## config.mk

```make
export PLATFORM = sky130hd
export DESIGN_NAME = seven_seg_reader
export DESIGN_NICKNAME = d
export VERILOG_FILES = /design/src/rtl/seven_seg_reader.sv
export SDC_FILE = /design/constraint.sdc
export NUM_CORES = 1
export LEC_CHECK = 0
export CORE_ASPECT_RATIO = 1.75
export CORE_MARGIN = 2
export CORE_UTILIZATION = 56
export DETAILED_ROUTE_END_ITERATION = 6
export HOLD_SLACK_MARGIN = 0.05
export PLACE_DENSITY = 0.88
export SETUP_SLACK_MARGIN = 0.2
export SYNTH_ARGS = -nofsm -noshare
export SYNTH_HDL_FRONTEND = slang
export SYNTH_SLANG_ARGS = --single-unit
```

## constraint.sdc

```tcl
create_clock -name clk -period 5 [get_ports clk]
set_input_delay 0.75 -clock clk [delete_from_list [all_inputs] [get_ports clk]]
set_output_delay 0.75 -clock clk [all_outputs]
set_load 0.02 [all_outputs]
```

## src/rtl/seven_seg_reader.sv

```systemverilog
// seven_seg_reader: watches a multiplexed active-low seven-segment bus and
// recovers the nibble shown on each digit once the pattern has been stable.
// Completed multi-digit words go downstream through a valid/ack handshake.
//
// state | meaning
// IDLE  | digit select not one-hot, stability count is 0
// TRACK | same digit/pattern seen for fewer than STABLE_CYCLES edges
// HELD  | run reached STABLE_CYCLES and was captured; wait for a change
module seven_seg_reader #(
  parameter int NUM_DIGITS    = 4,
  parameter int STABLE_CYCLES = 3
) (
  input  logic                    clk,
  input  logic                    rst,
  input  logic [0:6]              hex,
  input  logic [NUM_DIGITS-1:0]   dig_sel,
  input  logic                    frame_ack,
  output logic [4*NUM_DIGITS-1:0] value,
  output logic [NUM_DIGITS-1:0]   dig_valid,
  output logic [NUM_DIGITS-1:0]   dig_err,
  output logic [4*NUM_DIGITS-1:0] frame_word,
  output logic                    frame_valid,
  output logic                    overrun
);

  localparam int CW = $clog2(STABLE_CYCLES + 1);
  localparam logic [CW-1:0] TOP = CW'(STABLE_CYCLES);

  typedef enum logic [1:0] {IDLE, TRACK, HELD} state_t;

  state_t                  state, state_nxt;
  logic [CW-1:0]           cnt, cnt_nxt;
  logic [NUM_DIGITS-1:0]   prev_sel;
  logic [0:6]              prev_hex;
  logic [NUM_DIGITS-1:0]   seen, seen_nxt;
  logic [4*NUM_DIGITS-1:0] value_nxt;
  logic [NUM_DIGITS-1:0]   valid_nxt, err_nxt;
  logic                    one_hot, changed, capture, complete;
  logic [4:0]              dec;

  // Pattern a..g (hex[0]=a) to {recognized, nibble}.
  function automatic logic [4:0] decode(input logic [0:6] h);
    case (h)
      7'b0000001: decode = 5'h10;
      7'b1001111: decode = 5'h11;
      7'b0010010: decode = 5'h12;
      7'b0000110: decode = 5'h13;
      7'b1001100: decode = 5'h14;
      7'b0100100: decode = 5'h15;
      7'b0100000: decode = 5'h16;
      7'b0001111: decode = 5'h17;
      7'b0000000: decode = 5'h18;
      7'b0000100: decode = 5'h19;
      7'b0001000: decode = 5'h1A;
      7'b1100000: decode = 5'h1B;
      7'b0110001: decode = 5'h1C;
      7'b1000010: decode = 5'h1D;
      7'b0110000: decode = 5'h1E;
      7'b0111000: decode = 5'h1F;
      default:    decode = 5'h00;
    endcase
  endfunction

  // Stability counting and capture decision.
  always_comb begin
    one_hot = (dig_sel != '0) && ((dig_sel & (dig_sel - NUM_DIGITS'(1))) == '0);
    changed = (dig_sel != prev_sel) || (hex != prev_hex);
    cnt_nxt = cnt;
    if (!one_hot)         cnt_nxt = '0;
    else if (changed)     cnt_nxt = CW'(1);
    else if (cnt != TOP)  cnt_nxt = cnt + CW'(1);
    if (!one_hot)             state_nxt = IDLE;
    else if (cnt_nxt == TOP)  state_nxt = HELD;
    else                      state_nxt = TRACK;
    // a run that is already HELD and unchanged has been captured before
    capture = one_hot && (cnt_nxt == TOP) && (changed || state != HELD);
    dec     = decode(hex);
  end

  // Per-digit result and frame-completion detection for this edge.
  always_comb begin
    value_nxt = value;
    valid_nxt = dig_valid;
    err_nxt   = dig_err;
    seen_nxt  = seen;
    if (capture) begin
      for (int i = 0; i < NUM_DIGITS; i++) begin
        if (dig_sel[i]) begin
          if (dec[4]) begin
            value_nxt[4*i +: 4] = dec[3:0];
            valid_nxt[i]        = 1'b1;
            err_nxt[i]          = 1'b0;
            seen_nxt[i]         = 1'b1;
          end else begin
            valid_nxt[i] = 1'b0;
            err_nxt[i]   = 1'b1;
          end
        end
      end
    end
    complete = capture && dec[4] && (&seen_nxt);
  end

  // All registered state, including the handshake outputs.
  always_ff @(posedge clk or posedge rst) begin
    if (rst) begin
      state       <= IDLE;
      cnt         <= '0;
      prev_sel    <= '0;
      prev_hex    <= '0;
      seen        <= '0;
      value       <= '0;
      dig_valid   <= '0;
      dig_err     <= '0;
      frame_word  <= '0;
      frame_valid <= 1'b0;
      overrun     <= 1'b0;
    end else begin
      state     <= state_nxt;
      cnt       <= cnt_nxt;
      prev_sel  <= dig_sel;
      prev_hex  <= hex;
      value     <= value_nxt;
      dig_valid <= valid_nxt;
      dig_err   <= err_nxt;
      if (complete) begin
        seen <= '0;
        if (!frame_valid || frame_ack) begin
          frame_word  <= value_nxt;
          frame_valid <= 1'b1;
        end else begin
          overrun <= 1'b1;
        end
      end else begin
        seen <= seen_nxt;
        if (frame_ack && frame_valid) begin
          frame_valid <= 1'b0;
          overrun     <= 1'b0;
        end
      end
    end
  end

endmodule

```

Word level (Yosys, flattened, before mapping). Cells that the tools add are included.

Add/sub/neg operators: 2. Order comparisons: 0. Multiply operators: 0. Bitwise gates (word level): 1. Divide/modulo/power cells: 0. Shift-type cells: 0. Reduce and logical (&&, ||, !) cells: 22. Eq/ne operators: 22. Muxes and demuxes: 32.

Operator list (number): $pmux 5 s16 (1); $mux 4 (10); $eq 7x6->1 const B (5); $eq 7x7->1 const B (4); $mux 16 (1); $mux 1 (15); $eq 7x3->1 const B (2); $eq 7x4->1 const B (2); $reduce_and 2->1 (7); $mux 2 (5); $eq 7x1->1 const B (1); $eq 7x5->1 const B (1); $logic_not 7->1 (1); $ne 7x7->1 (1); $logic_and 1x1->1 (6); $ne 2x2->1 const B (3); $and 4x4->4 (1); $logic_not 4->1 (1); $ne 4x4->1 (1); $reduce_and 4->1 (1); $reduce_bool 4->1 (1); $sub 4x1->4 const B (1); $logic_or 1x1->1 (3); $add 2x1->2 const B (1); other kinds (4) (4).

Latch bits: 0. Input bits: 14. RAM bits: 0. Bits in read-only memories: 0. Output and inout bits: 42. Word-level logic and storage cells: 96. Register bits: 61. Memories: 0.

Logic depth before layout (Yosys ltp).
Depth in word-level cells: 13. Gate-level depth with buffers: 10. Gate-level depth less buffers: 7.

Least setup slack after synthesis. Ideal clock, no wire load.

Path type: in2reg. Start point: input dig_sel[2]. End point: register frame_word[13]. Path buffers: 2. Data required time: 4.872 ns. Arrival: 2.726 ns. Stages on the path: 9. Library setup time: 0.128 ns. Path slack: 2.146 ns. Cell sequence: buf_6 or2_1 mux2i_1 o21ai_2 or3_1 buf_2 nor3_2 mux2_2 mux2_1.

Elaborated cells between the ends (all ways): 20. Those cells by class: add/sub (1); eq/ne (2); mux (5); bitwise (1); reduce/logical (11).

RTL lines: start, declared (RTL line 16) `input logic [NUM_DIGITS-1:0] dig_sel,`; $sub 4x1->4 (RTL line 66) `one_hot = (dig_sel != '0) && ((dig_sel & (dig_sel - NUM_DIGITS'(1))) == '0);`; $and 4x4->4 (RTL line 66); $logic_not 4->1 (RTL line 66); $logic_and 1x1->1 (RTL line 66); $mux 2 (RTL line 69) `if (!one_hot) cnt_nxt = '0;`; $eq 2x2->1 (RTL line 76) `capture = one_hot && (cnt_nxt == TOP) && (changed || state != HELD);`; $logic_and 1x1->1 (RTL line 76); $logic_and 1x1->1 (*) (RTL line 76); $mux 16 (*) (RTL line 86) `if (capture) begin`; net value_nxt[13] (RTL line 36) `logic [4*NUM_DIGITS-1:0] value_nxt;`; end signal, assigned (RTL line 129) `frame_word <= value_nxt;`; end, declared (RTL line 21) `output logic [4*NUM_DIGITS-1:0] frame_word,`.

Mark *: on every way through the listed nets, which the timed path passes. The rest lies on a longest branch. A chain may end at the register's enable or synchronous reset.

Worst setup path in the final report.
Start point: input hex[5] (netlist bit). End point: register frame_word[13].

Elaborated cells between the ends (all ways): 41. Those cells by class: eq/ne (17); mux (15); reduce/logical (9).

RTL lines: start, declared (RTL line 15) `input logic [0:6] hex,`; $ne 7x7->1 (RTL line 67) `changed = (dig_sel != prev_sel) || (hex != prev_hex);`; $logic_or 1x1->1 (RTL line 67); $mux 2 (RTL line 70) `else if (changed) cnt_nxt = CW'(1);`; $mux 2 (RTL line 69); $eq 2x2->1 (RTL line 76); $logic_and 1x1->1 (2 in a row) (RTL line 76); $mux 16 (*) (RTL line 86); net value_nxt[13] (RTL line 36).

Marks and branches as above.

==> flow_summary.yaml <==
run:
  maxCapViolations: 0
worst_hold_path:
  min_path_type: "flip-flop to flip-flop"
  hold_depth: 1
sta:
  timing.setup.tns_ps: 0
  relSlewSlack: 0.442
  setup_viol: 0
  fin_skew_ps: 8.54
  fmax_mhz: 288
  rsz0062_at_grt: "false"
  period_minus_slack_ps: 3470
  hold_violations: 0
  slew_viol_final: 0
  worst_slew_pin_slew_ps: 830
  period_share: 0.694
pwr:
  vdd_drop_max_v: 0.000215
  powerDensity_nw_per_um2: 278
  cellLeakagePower_nw: 1.66
die:
  initial_core_util: 0.584
  pin_count: 56
  num_rows: 34
  die_x_um: 58.5
  core_area_um2: 4980
  die_h_um: 99.3
  dieArea_um2: 5810
final_layout:
  nNetsFinal: 318
  syn2layout_area_growth_pct: 25.4
  antenna_cells: 0
  final-seq-area_um2: 1530
  fillerInstances: 331
  multi_input_area_um2: 1240
  final_area_um2: 3650
  final_layout_size_suffix_gt1_frac: 0.191
clock_network:
  clk_pin_slew_ps: 70
  cts_made_buffers: 9
  clock_sinks: 61
  cts_max_level: 3
  holdBufCountCts: 0
  ctsResizeCount: 0
  cts_buffer_depth: 2
  post_cts_buffers: 0
  cts_tree: "built"
  cts_root_buffer: "clkbuf_8"
  clock_latency_ps: 340
grt:
  antenna_found_initial: 0
  track_usage: 0.246
  first_global_vias: 2111
  grt_start_max_net_pins: 56
  grt-ovfl-total: 0
  grt_first_pass_wirelength_um: 10700
synthesis:
  synthTopCellsByArea: "dfrtp_1, mux2_2, xor2_1, nor2_1, a21oi_1"
  synth_top_area_frac: 0.525
  synth.most_common_cell: "dfrtp_1"
  synth_common_cells: "dfrtp_1, nor2_1, mux2_2, a21oi_1"
  ys_seq_area_frac: 0.525
  async_reset_ff_frac: 1.00
  yosys_warnings: 0
  syn_inst: 250
  synth.largest_area_cell: "dfrtp_1"
  synth_edf_count: 0
  synth_nets: 264
  yosys_register_bits: 61
  ys_types: 59
  synth_flop_cell: "dfrtp_1"
  postSynthAreaPerCell_um2: 11.6
  synthesis.area_um2: 2910
critical_path:
  path_max_fanout: 15
  arrival_ps: 3700
  path_buf_inv: 1
  crit_type: "input pin to flip-flop"
  endpoint_kind: "flip-flop"
  crit_path_max_incr_delay_ps: 670
  cpMaxStageDelayCell: "clkdlybuf4s50_1"
  reg2regPathDepth: 7
  crit_cells: 8
  crit_family: "simple AND/OR/NAND/NOR gates"
  path_cells: "clkdlybuf4s50_1 > xor2_1 > nor4_2 > nand2_1 > or3_1 > nor3_2 > mux2_2 > mux2_1"
  critical_path_required_ps: 5230
  crit_path_start_kind: "input pin"
placement:
  dp_hpwl_um: 4580
  placed_area_um2: 3450
  place_congestion: 0.816
  portBuffers: 55
drt:
  drc: 0
  wl_per_cell_um: 17.9
  drt-pass1-iter-count: 4
  ant_nets: 0
  drt_first_iter_violations: 93
  via_per_inst: 5.90
  wl_um: 6490
  num_vias: 2142
outcome:
  outcome: "completed"
routing by layer:
| metal | wire length (µm) | up-vias | global-route usage |
|---|---|---|---|
| met5 | 0 | - | 0 |
| met2 | 3450 | 72 | 0.399 |
| met4 | 195 | 0 | 0.118 |
| met3 | 369 | 19 | 0.0676 |
| met1 | 2470 | 1057 | 0.297 |
| li1 | - | 994 | - |
worst reg2reg max path: stages (launching register included):
cell,delay (ps)
dfrtp_1,380
xor2_1,150
nor4_2,390
nand2_1,80
or3_1,510
nor3_2,340
mux2_2,390
mux2_1,280
worst paths after layout:
path                              from              to  slack, ps
setup / recovery                hex[5]  frame_word[13]       1530
hold / removal                  cnt[0]          cnt[1]        480
setup reg to reg           prev_hex[5]  frame_word[13]       2350
hold reg to reg                 cnt[0]          cnt[1]        480
max in group asynchronous          rst     prev_sel[1]       3490
min in group asynchronous          rst        value[9]        600
cells in the final DEF (no fill, tap or decap), types with 3 or more instances in the layout:
cell / netlist / routed
a21o_1: 5 / 5
a21oi_1: 12 / 12
a31oi_1: 3 / 3
clkbuf_8: 0 / 9
clkdlybuf4s50_1: 0 / 55
clkinv_4: 0 / 3
dfrtp_1: 61 / 61
inv_1: 10 / 9
mux2_1: 5 / 5
mux2_2: 17 / 17
mux2_4: 4 / 4
nand2_1: 10 / 10
nand2b_1: 3 / 3
nor2_1: 18 / 18
nor2b_1: 3 / 3
nor3_1: 5 / 5
nor3_2: 6 / 6
nor3b_1: 3 / 3
nor4_1: 3 / 3
o21ai_0: 10 / 10
xnor2_1: 4 / 4
xor2_1: 8 / 8
through the flow:
stage | cells | util | power (W) | setup WS, ps | hold slack, ps
global route | 363 | 0.733 | 0.00105 | 1360 | 520
finish | 363 | 0.733 | 0.00101 | 1530 | 480
floorplan | 250 | - | 0.000563 | 2150 | 443
CTS | 363 | 0.733 | 0.00102 | 1530 | 489
global placement | 347 | 0.692 | 0.000585 | 1230 | 456
detailed placement | 347 | 0.692 | 0.000587 | 1170 | 469
registers in the layout, indices dropped and copies added (netlist names), 2 cells and up:
register	cells
frame_word	16
cnt	2
state	2
value	16
prev_hex	7
seen	4
dig_valid	4
dig_err	4
prev_sel	4
logic make-up after synthesis:
kind of cell	count (synthesis)	share of synthesized area
and+or+nand+nor	76	0.173
DFF	61	0.525
AOI/OAI and AO/OA	49	0.110
muxes	27	0.109
buffers and inverters	25	0.0465
xor gates and xnor gates	12	0.0362
power breakdown:
group	internal [W]	leakage [nW]	switching [W]
logic	0.0000261	0.761	0.0000487
registers	0.000499	0.803	0.00000259
clock network	0.000231	0.0954	0.000204
total	0.000757	1.66	0.000255
cell type report:
cell class / count / area share
well taps: 54 / 0.0185
multi-input cells: 164 / 0.341
inverters: 11 / 0.0113
flip-flops and latches: 61 / 0.419
clock inverters: 7 / 0.0209
clock buffers: 9 / 0.0340
repair buffers: 57 / 0.155
Power figures use the tool's default switching activity.
